### config.mk
export PLATFORM = sky130hd
export DESIGN_NAME = muldiv_seq
export DESIGN_NICKNAME = d
export VERILOG_FILES = /design/src/rtl/muldiv_seq.sv
export SDC_FILE = /design/constraint.sdc
export NUM_CORES = 1
export LEC_CHECK = 0
export ABC_CLOCK_PERIOD_IN_PS = 2700
export CAP_MARGIN = 20
export CORE_MARGIN = 2
export CORE_UTILIZATION = 51
export CTS_BUF_LIST = sky130_fd_sc_hd__clkbuf_4 sky130_fd_sc_hd__clkbuf_8
export CTS_CLUSTER_SIZE = 10
export DETAILED_ROUTE_END_ITERATION = 16
export GPL_ROUTABILITY_DRIVEN = 0
export HOLD_SLACK_MARGIN = 0.03
export PLACE_DENSITY = 0.95
export SLEW_MARGIN = 40
export SYNTH_ARGS = -nofsm -noshare
export SYNTH_HDL_FRONTEND = slang
export SYNTH_SLANG_ARGS = --single-unit
### constraint.sdc
create_clock -name clk -period 2.7 [get_ports clk]
set_clock_uncertainty 0.15 [all_clocks]
set_input_delay 0.54 -clock clk [delete_from_list [all_inputs] [get_ports clk]]
set_output_delay 0.54 -clock clk [all_outputs]
set_load 0.03 [all_outputs]
### src/rtl/muldiv_seq.sv
// rtl/muldiv_seq.sv - multi-cycle HI/LO multiply/divide sequencer driving a shared adder
// Define MULDIV_SIGNED_EN for signed MULT/DIV (operand pre-negate and result post-negate states).
module muldiv_seq #(
  parameter int DATA_W = 32
) (
  input  logic              clk,
  input  logic              rst_n,
  input  logic              start,
  input  logic [1:0]        op,
  input  logic [DATA_W-1:0] src_a,
  input  logic [DATA_W-1:0] src_b,
  input  logic              flush,
  output logic              ready,
  output logic              busy,
  output logic              done,
  output logic [DATA_W-1:0] hi,
  output logic [DATA_W-1:0] lo,
  output logic              div_by_zero,
  output logic [DATA_W-1:0] add_a,
  output logic [DATA_W-1:0] add_b,
  output logic              add_ci,
  input  logic [DATA_W-1:0] add_s,
  input  logic              add_co
);
`ifdef MULDIV_SIGNED_EN
  typedef enum logic [2:0] {S_IDLE, S_ITER, S_DONE, S_PRE_A, S_PRE_B, S_POST_LO, S_POST_HI} state_t;
  logic sa_q, sa_d, sb_q, sb_d, c_q, c_d;
`else
  typedef enum logic [2:0] {S_IDLE, S_ITER, S_DONE} state_t;
  logic unused_op1;
  assign unused_op1 = op[1];
`endif

  state_t state_q, state_d;
  logic [5:0]        cnt_q, cnt_d;
  logic [DATA_W-1:0] acc_q, acc_d, mq_q, mq_d, opnd_q, opnd_d;
  logic [DATA_W-1:0] hi_q, hi_d, lo_q, lo_d;
  logic              div_q, div_d, dbz_q, dbz_d;
  logic [DATA_W-1:0] div_t;
  logic              div_acc;

  // acc doubles as the partial remainder; mq holds multiplier or dividend/quotient
  assign div_t   = {acc_q[DATA_W-2:0], mq_q[DATA_W-1]};
  assign div_acc = add_co | acc_q[DATA_W-1];

  always_ff @(posedge clk or negedge rst_n) begin
    if (!rst_n) state_q <= S_IDLE;
    else        state_q <= state_d;
  end

  always_comb begin
    state_d = state_q;
    case (state_q)
`ifdef MULDIV_SIGNED_EN
      S_IDLE:    if (start) state_d = S_PRE_A;
      S_PRE_A:   state_d = S_PRE_B;
      S_PRE_B:   state_d = S_ITER;
      S_ITER:    if (cnt_q == 6'd31) state_d = S_POST_LO;
      S_POST_LO: state_d = S_POST_HI;
      S_POST_HI: state_d = S_DONE;
`else
      S_IDLE:    if (start) state_d = S_ITER;
      S_ITER:    if (cnt_q == 6'd31) state_d = S_DONE;
`endif
      S_DONE:    state_d = S_IDLE;
      default:   state_d = S_IDLE;
    endcase
    if (flush && state_q != S_IDLE) state_d = S_IDLE;
  end

  always_comb begin
    ready  = (state_q == S_IDLE);
    busy   = (state_q != S_IDLE);
    done   = (state_q == S_DONE);
    add_a  = '0;
    add_b  = '0;
    add_ci = 1'b0;
    case (state_q)
      S_ITER: begin
        if (div_q) begin
          add_a  = div_t;
          add_b  = ~opnd_q;
          add_ci = 1'b1;
        end else begin
          add_a  = acc_q;
          add_b  = mq_q[0] ? opnd_q : '0;
        end
      end
`ifdef MULDIV_SIGNED_EN
      S_PRE_A: begin
        add_a  = ~(div_q ? mq_q : opnd_q);
        add_ci = 1'b1;
      end
      S_PRE_B: begin
        add_a  = ~(div_q ? opnd_q : mq_q);
        add_ci = 1'b1;
      end
      S_POST_LO: begin
        add_a  = ~mq_q;
        add_ci = 1'b1;
      end
      S_POST_HI: begin
        add_a  = ~acc_q;
        add_ci = div_q ? 1'b1 : c_q;
      end
`endif
      default: ;
    endcase
  end

  always_comb begin
    cnt_d  = cnt_q;
    acc_d  = acc_q;
    mq_d   = mq_q;
    opnd_d = opnd_q;
    div_d  = div_q;
    hi_d   = hi_q;
    lo_d   = lo_q;
    dbz_d  = dbz_q;
`ifdef MULDIV_SIGNED_EN
    sa_d = sa_q;
    sb_d = sb_q;
    c_d  = c_q;
`endif
    case (state_q)
      S_IDLE: if (start) begin
        cnt_d  = '0;
        acc_d  = '0;
        div_d  = op[0];
        dbz_d  = 1'b0;
        mq_d   = op[0] ? src_a : src_b;
        opnd_d = op[0] ? src_b : src_a;
`ifdef MULDIV_SIGNED_EN
        sa_d = op[1] & src_a[DATA_W-1];
        sb_d = op[1] & src_b[DATA_W-1];
`endif
      end
      S_ITER: begin
        cnt_d = cnt_q + 6'd1;
        if (div_q) begin
          acc_d = div_acc ? add_s : div_t;
          mq_d  = {mq_q[DATA_W-2:0], div_acc};
        end else begin
          acc_d = {add_co, add_s[DATA_W-1:1]};
          mq_d  = {add_s[0], mq_q[DATA_W-1:1]};
        end
`ifndef MULDIV_SIGNED_EN
        if (cnt_q == 6'd31) begin
          hi_d  = acc_d;
          lo_d  = mq_d;
          dbz_d = div_q && (opnd_q == '0);
        end
`endif
      end
`ifdef MULDIV_SIGNED_EN
      S_PRE_A: if (sa_q) begin
        if (div_q) mq_d = add_s;
        else       opnd_d = add_s;
      end
      S_PRE_B: if (sb_q) begin
        if (div_q) opnd_d = add_s;
        else       mq_d = add_s;
      end
      S_POST_LO: begin
        c_d = add_co;
        if (sa_q ^ sb_q) mq_d = add_s;
      end
      S_POST_HI: begin
        if (div_q ? sa_q : (sa_q ^ sb_q)) acc_d = add_s;
        hi_d  = acc_d;
        lo_d  = mq_d;
        dbz_d = div_q && (opnd_q == '0);
      end
`endif
      default: ;
    endcase
    // an aborted operation must never reach the architectural HI/LO
    if (flush && state_q != S_IDLE) begin
      hi_d  = hi_q;
      lo_d  = lo_q;
      dbz_d = dbz_q;
    end
  end

  always_ff @(posedge clk or negedge rst_n) begin
    if (!rst_n) begin
      cnt_q  <= '0;
      acc_q  <= '0;
      mq_q   <= '0;
      opnd_q <= '0;
      div_q  <= 1'b0;
      hi_q   <= '0;
      lo_q   <= '0;
      dbz_q  <= 1'b0;
`ifdef MULDIV_SIGNED_EN
      sa_q <= 1'b0;
      sb_q <= 1'b0;
      c_q  <= 1'b0;
`endif
    end else begin
      cnt_q  <= cnt_d;
      acc_q  <= acc_d;
      mq_q   <= mq_d;
      opnd_q <= opnd_d;
      div_q  <= div_d;
      hi_q   <= hi_d;
      lo_q   <= lo_d;
      dbz_q  <= dbz_d;
`ifdef MULDIV_SIGNED_EN
      sa_q <= sa_d;
      sb_q <= sb_d;
      c_q  <= c_d;
`endif
    end
  end

  assign hi          = hi_q;
  assign lo          = lo_q;
  assign div_by_zero = dbz_q;

endmodule

==> metrics.yaml, run 1 <==
finish:
  post-route-util: 0.705
  areaGrowthSynthToFinish_pct: 34.6
  final_nets: 1241
  drive_above_1_share: 0.143
  final_area_um2: 12200
  fin_cells: 1376
timing:
  setup_viol: 2
  worst_pin_slew_ns: 0.548
  grt_setup_unrepaired: "true"
  relSlewSlack: 0.635
  worst_slack_ns: -0.0151
  report.final.hold_viol_count: 0
  whs_ns: 0.329
  slew_viol_final: 0
  fin_crit_sh: 1.01
  min_period_ns: 2.72
  fmax_ghz: 0.368
  fin_tns_setup_ns: -0.0229
synth:
  ys_types: 31
  ys_seq_elements: 170
  netlist_instances: 913
  synthTopCellsByArea: "dfrtp_1 (47%), mux2i_1 (21%), nor2_1 (5.8%), mux2_2 (4.0%), nand2_1 (3.9%)"
  syn-num-nets: 1017
  synth_top_cell_by_area: "dfrtp_1"
  synthArstFlopShare: 1.00
  synth_area_per_cell_um2: 9.96
  yosysSeqAreaShare: 0.468
  synth_top_area_frac: 0.468
  synth-main-ff-cell: "dfrtp_1"
  yosys_warnings: 0
  synth_area_um2: 9090
  synth-edff-count: 0
worst_setup_path:
  cp-end-kind: "output pin"
  crit_chain: "buf_12, nor2b_4, clkbuf_16, mux2i_1, nor2_1, buf_4"
  slowest_delay_ns: 0.53
  required_ns: 2.01
  worstPathMaxFanout: 11
  start_kind: "flip-flop"
  crit_buf_inv: 3
  arrival_ns: 2.03
  slowest_stage: "dfrtp_4"
  critical_path_class: "reg -> out"
  crit_family: "buffers and inverters"
global_routing:
  grt_max_degree: 65
  grt-ovfl-total: 0
  grt_pass1_wl_mm: 41.1
  antenna_found_initial: 0
  grt_usage: 0.281
  grt_pass1_vias: 7993
clocking:
  cts_max_level: 4
  numClockSinks: 170
  cts_buffers: 17
  path_clk_slew_ns: 0.09
  cts_max_path_buffers: 2
  cts_tree: "done"
  ctsRootBufferMaster: "clkbuf_8"
  worstSkewPairLatency_ns: 0.44
run_status:
  violations: "setup timing"
  status: "finished, violations left"
drt:
  wl_per_cell_um: 19.3
  wl_mm: 26.6
  wl_met2_mm: 13.0
  drt-initial-drc-count: 496
  vias_per_cell: 5.84
  num_vias: 8040
  m1WireLength_mm: 10.8
  antenna_left: 0
  first_pass_iters: 5
  drc: 0
  routed.top_layer: "met4"
  dr_wl_met3_mm: 1.50
power:
  cellPowerDensity_nw_per_um2: 732
  peakVddDrop_mv: 0.373
  leakage_nw: 5.53
die:
  die_y_um: 138
  coreArea_um2: 17400
  die_w_um: 138
  start_util: 0.524
  ios: 236
  rows: 48
  dieArea_um2: 18900
placement:
  place_inst: 1326
  place.port_buffers: 234
  place_area_um2: 11700
  dp_hpwl_mm: 18.3
worst_hold_path:
  hold_class: "reg -> reg"
flow_run:
  maxCapViolCount: 0
==> worst paths after layout <==
| check | slack [ns] | end | from | depth (start not counted) |
|---|---|---|---|---|
| max in group asynchronous | 1.19 | opnd_q[17]$_DFFE_PN0P_ | rst_n | 3 |
| hold reg to reg | 0.33 | cnt_q[5]$_DFFE_PN0P_ | cnt_q[5]$_DFFE_PN0P_ | 1 |
| hold / removal | 0.33 | cnt_q[5]$_DFFE_PN0P_ | cnt_q[5]$_DFFE_PN0P_ | 1 |
| setup / recovery | -0.02 | add_b[14] | div_q$_DFFE_PN0P_ | 6 |
| min in group asynchronous | 0.48 | acc_q[9]$_DFFE_PN0P_ | rst_n | 2 |
| setup reg to reg | 0.40 | mq_q[1]$_DFFE_PN0P_ | state_q[0]$_DFFE_PN0P_ | 6 |
==> cells in the mapped netlist (2+ instances only) <==
cell type	instances
a21oi_1	62
a221oi_1	8
buf_1	20
buf_2	14
buf_4	9
clkbuf_1	35
dfrtp_1	170
inv_1	4
mux2_2	32
mux2i_1	192
nand2_1	95
nand2b_1	2
nand3_1	5
nand4_1	3
nor2_1	141
nor2b_1	3
nor4_1	8
o21ai_0	43
o221ai_1	24
o2bb2ai_1	31
o31ai_1	2
==> logic make-up after synthesis <==
kind of cell / Yosys count / synth area share
AO/OA/AOI/OAI: 173 / 0.123
XOR/XNOR: 1 / 0.000964
adder cells (fa/ha/maj): 1 / 0.00138
buffers and inverters: 82 / 0.0395
flip-flops: 170 / 0.468
multiplexers: 224 / 0.251
AND/OR/NAND/NOR: 262 / 0.117
==> worst register-to-register path: stages, from the launching register on <==
cell	delay [ns]
dfrtp_2	0.49
nand2b_4	0.27
buf_4	0.37
buf_4	0.35
nand2_1	0.28
nor2_1	0.17
a221oi_1	0.07
==> metal layers <==
layer,vias to the layer above,GRT usage
li1,3711,-
met1,3936,0.361
met3,80,0.0497
met4,0,0.149
met2,313,0.455
met5,-,0
==> state kept, by name, summed over array words and instances, names as in the netlist <==
name         flops
cnt_q            6
state_q          2
lo              32
mq_q            32
opnd_q          32
hi              32
div_by_zero      1
div_q            1
acc_q           32
==> stage by stage <==
step / setup WS [ns] / total power, mW
after floorplan: 0.298 / 5.77
after global placement: 0.301 / 7.00
after detailed placement: 0.231 / 7.14
after CTS: -0.0176 / 8.86
after global routing: -0.0816 / 9.43
final: -0.0151 / 8.96
==> final cells by class <==
type,count,area [um^2]
inverters,4,15.0
clock buffers,21,270
well taps,225,282
fillers,1278,5120
multi-input cells,662,4530
diodes,1,2.50
clock inverters,11,98.8
flip-flops and latches,170,4260
repair buffers,282,2780
==> power by group <==
part / switching (mW) / internal, mW / leakage [nW]
clock network: 0.925 / 0.781 / 0.186
registers: 0.540 / 3.07 / 2.09
logic: 2.07 / 1.57 / 3.26
==> cells in the final DEF (no fill, tap or decap), drive strengths merged, types with 7 or more instances in the layout <==
cell,count
mux2i,192
dfrtp,170
clkdlybuf4s50,166
nor2,141
nand2,95
buf,87
a21oi,62
o21ai,43
mux2,32
o2bb2ai,31
o221ai,24
dlygate4sd2,23
clkbuf,23
nor4,9
a221oi,8
clkinv,7
==> repair_timing <==
item | CTS | global route
hold buffers | 1 | 0
gates resized for setup | 30 | 3
hold endpoints to repair | 53 | 0
cloned | 2 | 2
buffers inserted | 4 | 8
endpoints found under the setup margin | 63 | 30
pin swaps | 0 | 1
Note: power is estimated with default switching activity, not from simulation.
==> run 2: changes to the inputs <==
CORE_UTILIZATION = 45   (was 51)
PLACE_DENSITY = 0.87   (was 0.95)
==> run 2 against run 1 <==
  * The run now ends clean
  * Global-route usage down 4.9 points
  * Core utilization down 9.2 points
  * Sequential share of layout area up 0.51 points
  * Via count down 3.5%
==> metrics.yaml, run 2 (same netlist as run 1, synthesis figures left out) <==
global_routing:
  busiest_layer: "met2"  # unchanged
  grt_pass1_vias: 7718  # was 7993
  grt-ovfl-total: 0  # unchanged
  antenna_found_initial: 1  # was 0
  grt_pass1_wl_mm: 40.4  # was 41.1 mm
  use_met1: 0.303  # was 0.361
  met2_usage: 0.392  # was 0.455
  grt_usage: 0.233  # was 0.281
  grt_max_degree: 79  # was 65
  use_met3: 0.0453  # was 0.0497
finish:
  fin_cells: 1392  # was 1376
  final.fill_count: 1700  # was 1278
  post-route-util: 0.613  # was 0.705
  multi_input_area_um2: 4520  # was 4530 um^2
  final_area_um2: 12100  # was 12200 um^2
  regArea_um2: 4260  # about the same
  drive_above_1_share: 0.147  # was 0.143
  layout.cells.most_common_list: "mux2i_1 (192), dfrtp_1 (169), clkdlybuf4s50_1 (166)"  # was mux2i_1 (192), dfrtp_1 (168), clkdlybuf4s50_1 (166)
  layout_commonest_cell: "mux2i_1"  # unchanged
  antenna_cells: 0  # was 1
  areaGrowthSynthToFinish_pct: 32.6  # was 34.6%
  final_nets: 1218  # was 1241
drt:
  drt-initial-drc-count: 403  # was 496
  wl_mm: 24.9  # was 26.6 mm
  num_vias: 7757  # was 8040
  wl_per_cell_um: 17.9  # was 19.3 um
  antenna_left: 0  # unchanged
  vias_per_cell: 5.57  # was 5.84
  drc: 0  # unchanged
  first_pass_iters: 5  # unchanged
clocking:
  cts_tree: "done"  # unchanged
  numClockSinks: 170  # unchanged
  cts_max_path_buffers: 2  # unchanged
  ctsRootBufferMaster: "clkbuf_8"  # unchanged
  cts_max_level: 4  # unchanged
  cts_buffers: 17  # unchanged
  path_clk_slew_ns: 0.09  # about the same
  worstSkewPairLatency_ns: 0.44  # about the same
placement:
  place_area_um2: 11600  # was 11700 um^2
  place_inst: 1358  # was 1326
  place.port_buffers: 234  # unchanged
  dp_hpwl_mm: 17.6  # was 18.3 mm
timing:
  relSlewSlack: 0.546  # was 0.635
  min_period_ns: 2.60  # was 2.72 ns
  slew_viol_final: 0  # unchanged
  fin_crit_sh: 0.964  # was 1.01
  fmax_ghz: 0.384  # was 0.368 GHz
  whs_ns: 0.314  # was 0.329 ns
  setup_viol: 0  # was 2
  fin_tns_setup_ns: 0  # was -0.0229 ns
  report.final.hold_viol_count: 0  # unchanged
  grt_setup_unrepaired: "false"  # was true
  worst_pin_slew_ns: 0.680  # was 0.548 ns
worst_setup_path:
  cp-end-kind: "output pin"  # unchanged
  crit_start: "div_q$_DFFE_PN0P_"  # unchanged
  start_kind: "flip-flop"  # unchanged
  required_ns: 2.01  # about the same
  r2r-start: "cnt_q[0]$_DFFE_PN0P_"  # was state_q[0]$_DFFE_PN0P_
  critical_path_class: "reg -> out"  # unchanged
  r2r_cells: 5  # was 6
  arrival_ns: 1.91  # was 2.03 ns
  worstPathMaxFanout: 32  # was 11
worst_hold_path:
  min_from: "op[0]"  # was cnt_q[5]$_DFFE_PN0P_
  hold_class: "in -> reg"  # was reg -> reg
  whs_path_depth: 3  # was 1
die:
  rows: 51  # was 48
  ios: 236  # unchanged
  coreArea_um2: 19700  # was 17400 um^2
  start_util: 0.463  # was 0.524
  die_w_um: 146  # was 138 um
  dieArea_um2: 21400  # was 18900 um^2
  die_y_um: 146  # was 138 um
power:
  leakage_nw: 5.38  # was 5.53 nW
  cellPowerDensity_nw_per_um2: 746  # was 732 nW/um^2
  peakVddDrop_mv: 0.337  # was 0.373 mV
flow_run:
  maxCapViolCount: 0  # unchanged
run_status:
  status: "finished clean"  # was finished, violations left
-- run 2: cell types whose count changed in the layout (fill, tap and decap cells not counted), moves of 3 or more --
| cell | change |
|---|---|
| dlygate4sd2_1 | -22 |
| inv_6 | +3 |
| buf_4 | +7 |
| clkdlybuf4s15_1 | -3 |
| buf_12 | -4 |
| clkinv_2 | -4 |
-- run 2: area by class of cell --
cell class | count | share of cell area
inverters | 4 | 0.00125
flip-flops and latches | 170 | 0.353
repair buffers | 260 | 0.207
multi-input cells | 661 | 0.375
well taps | 265 | 0.0275
clock inverters | 11 | 0.0132
clock buffers | 21 | 0.0229
-- run 2: power breakdown --
| part | switching, mW | internal, mW |
|---|---|---|
| Clock | 0.966 | 1.00 |
| Combinational | 1.97 | 1.44 |
| Sequential | 0.536 | 3.07 |
| Total | 3.47 | 5.51 |
-- run 2: worst paths after layout --
check / to / slack, ns
setup / recovery: add_b[6] / 0.1
hold / removal: div_q$_DFFE_PN0P_ / 0.31
setup reg to reg: hi[10]$_DFFE_PN0P_ / 0.49
hold reg to reg: hi[24]$_DFFE_PN0P_ / 0.36
max in group asynchronous: acc_q[23]$_DFFE_PN0P_ / 1.24
min in group asynchronous: acc_q[11]$_DFFE_PN0P_ / 0.45
-- run 2: metrics by stage --
stage,total power [mW],setup WS (ns)
detailed placement,7.03,0.258
CTS,9.00,0.0130
floorplan,5.77,0.298
global placement,6.92,0.151
finish,8.99,0.0960
global route,9.49,0.0109
-- run 2: critical path, cell delays in order, from the launching register on --
cell and delay, ns:
dfrtp_4 0.60, nor2b_2 0.18, buf_8 0.22, mux2i_1 0.10
nor2_1 0.18, buf_4 0.19
-- run 2: metal layers --
layer  vias to the layer above  wire [um]
li1                       3650          -
met1                      3821      10400
met2                       244      12400
met3                        42       1510
met4                         0        638
met5                         -          0
-- run 2: what timing repair did --
item / CTS / global route
hold buffers: 1 / 0
setup buffers: 0 / 1
endpoints found under the hold margin: 43 / 0
gates cloned: 0 / 0
resized for setup: 2 / 5
setup endpoints to repair: 12 / 53
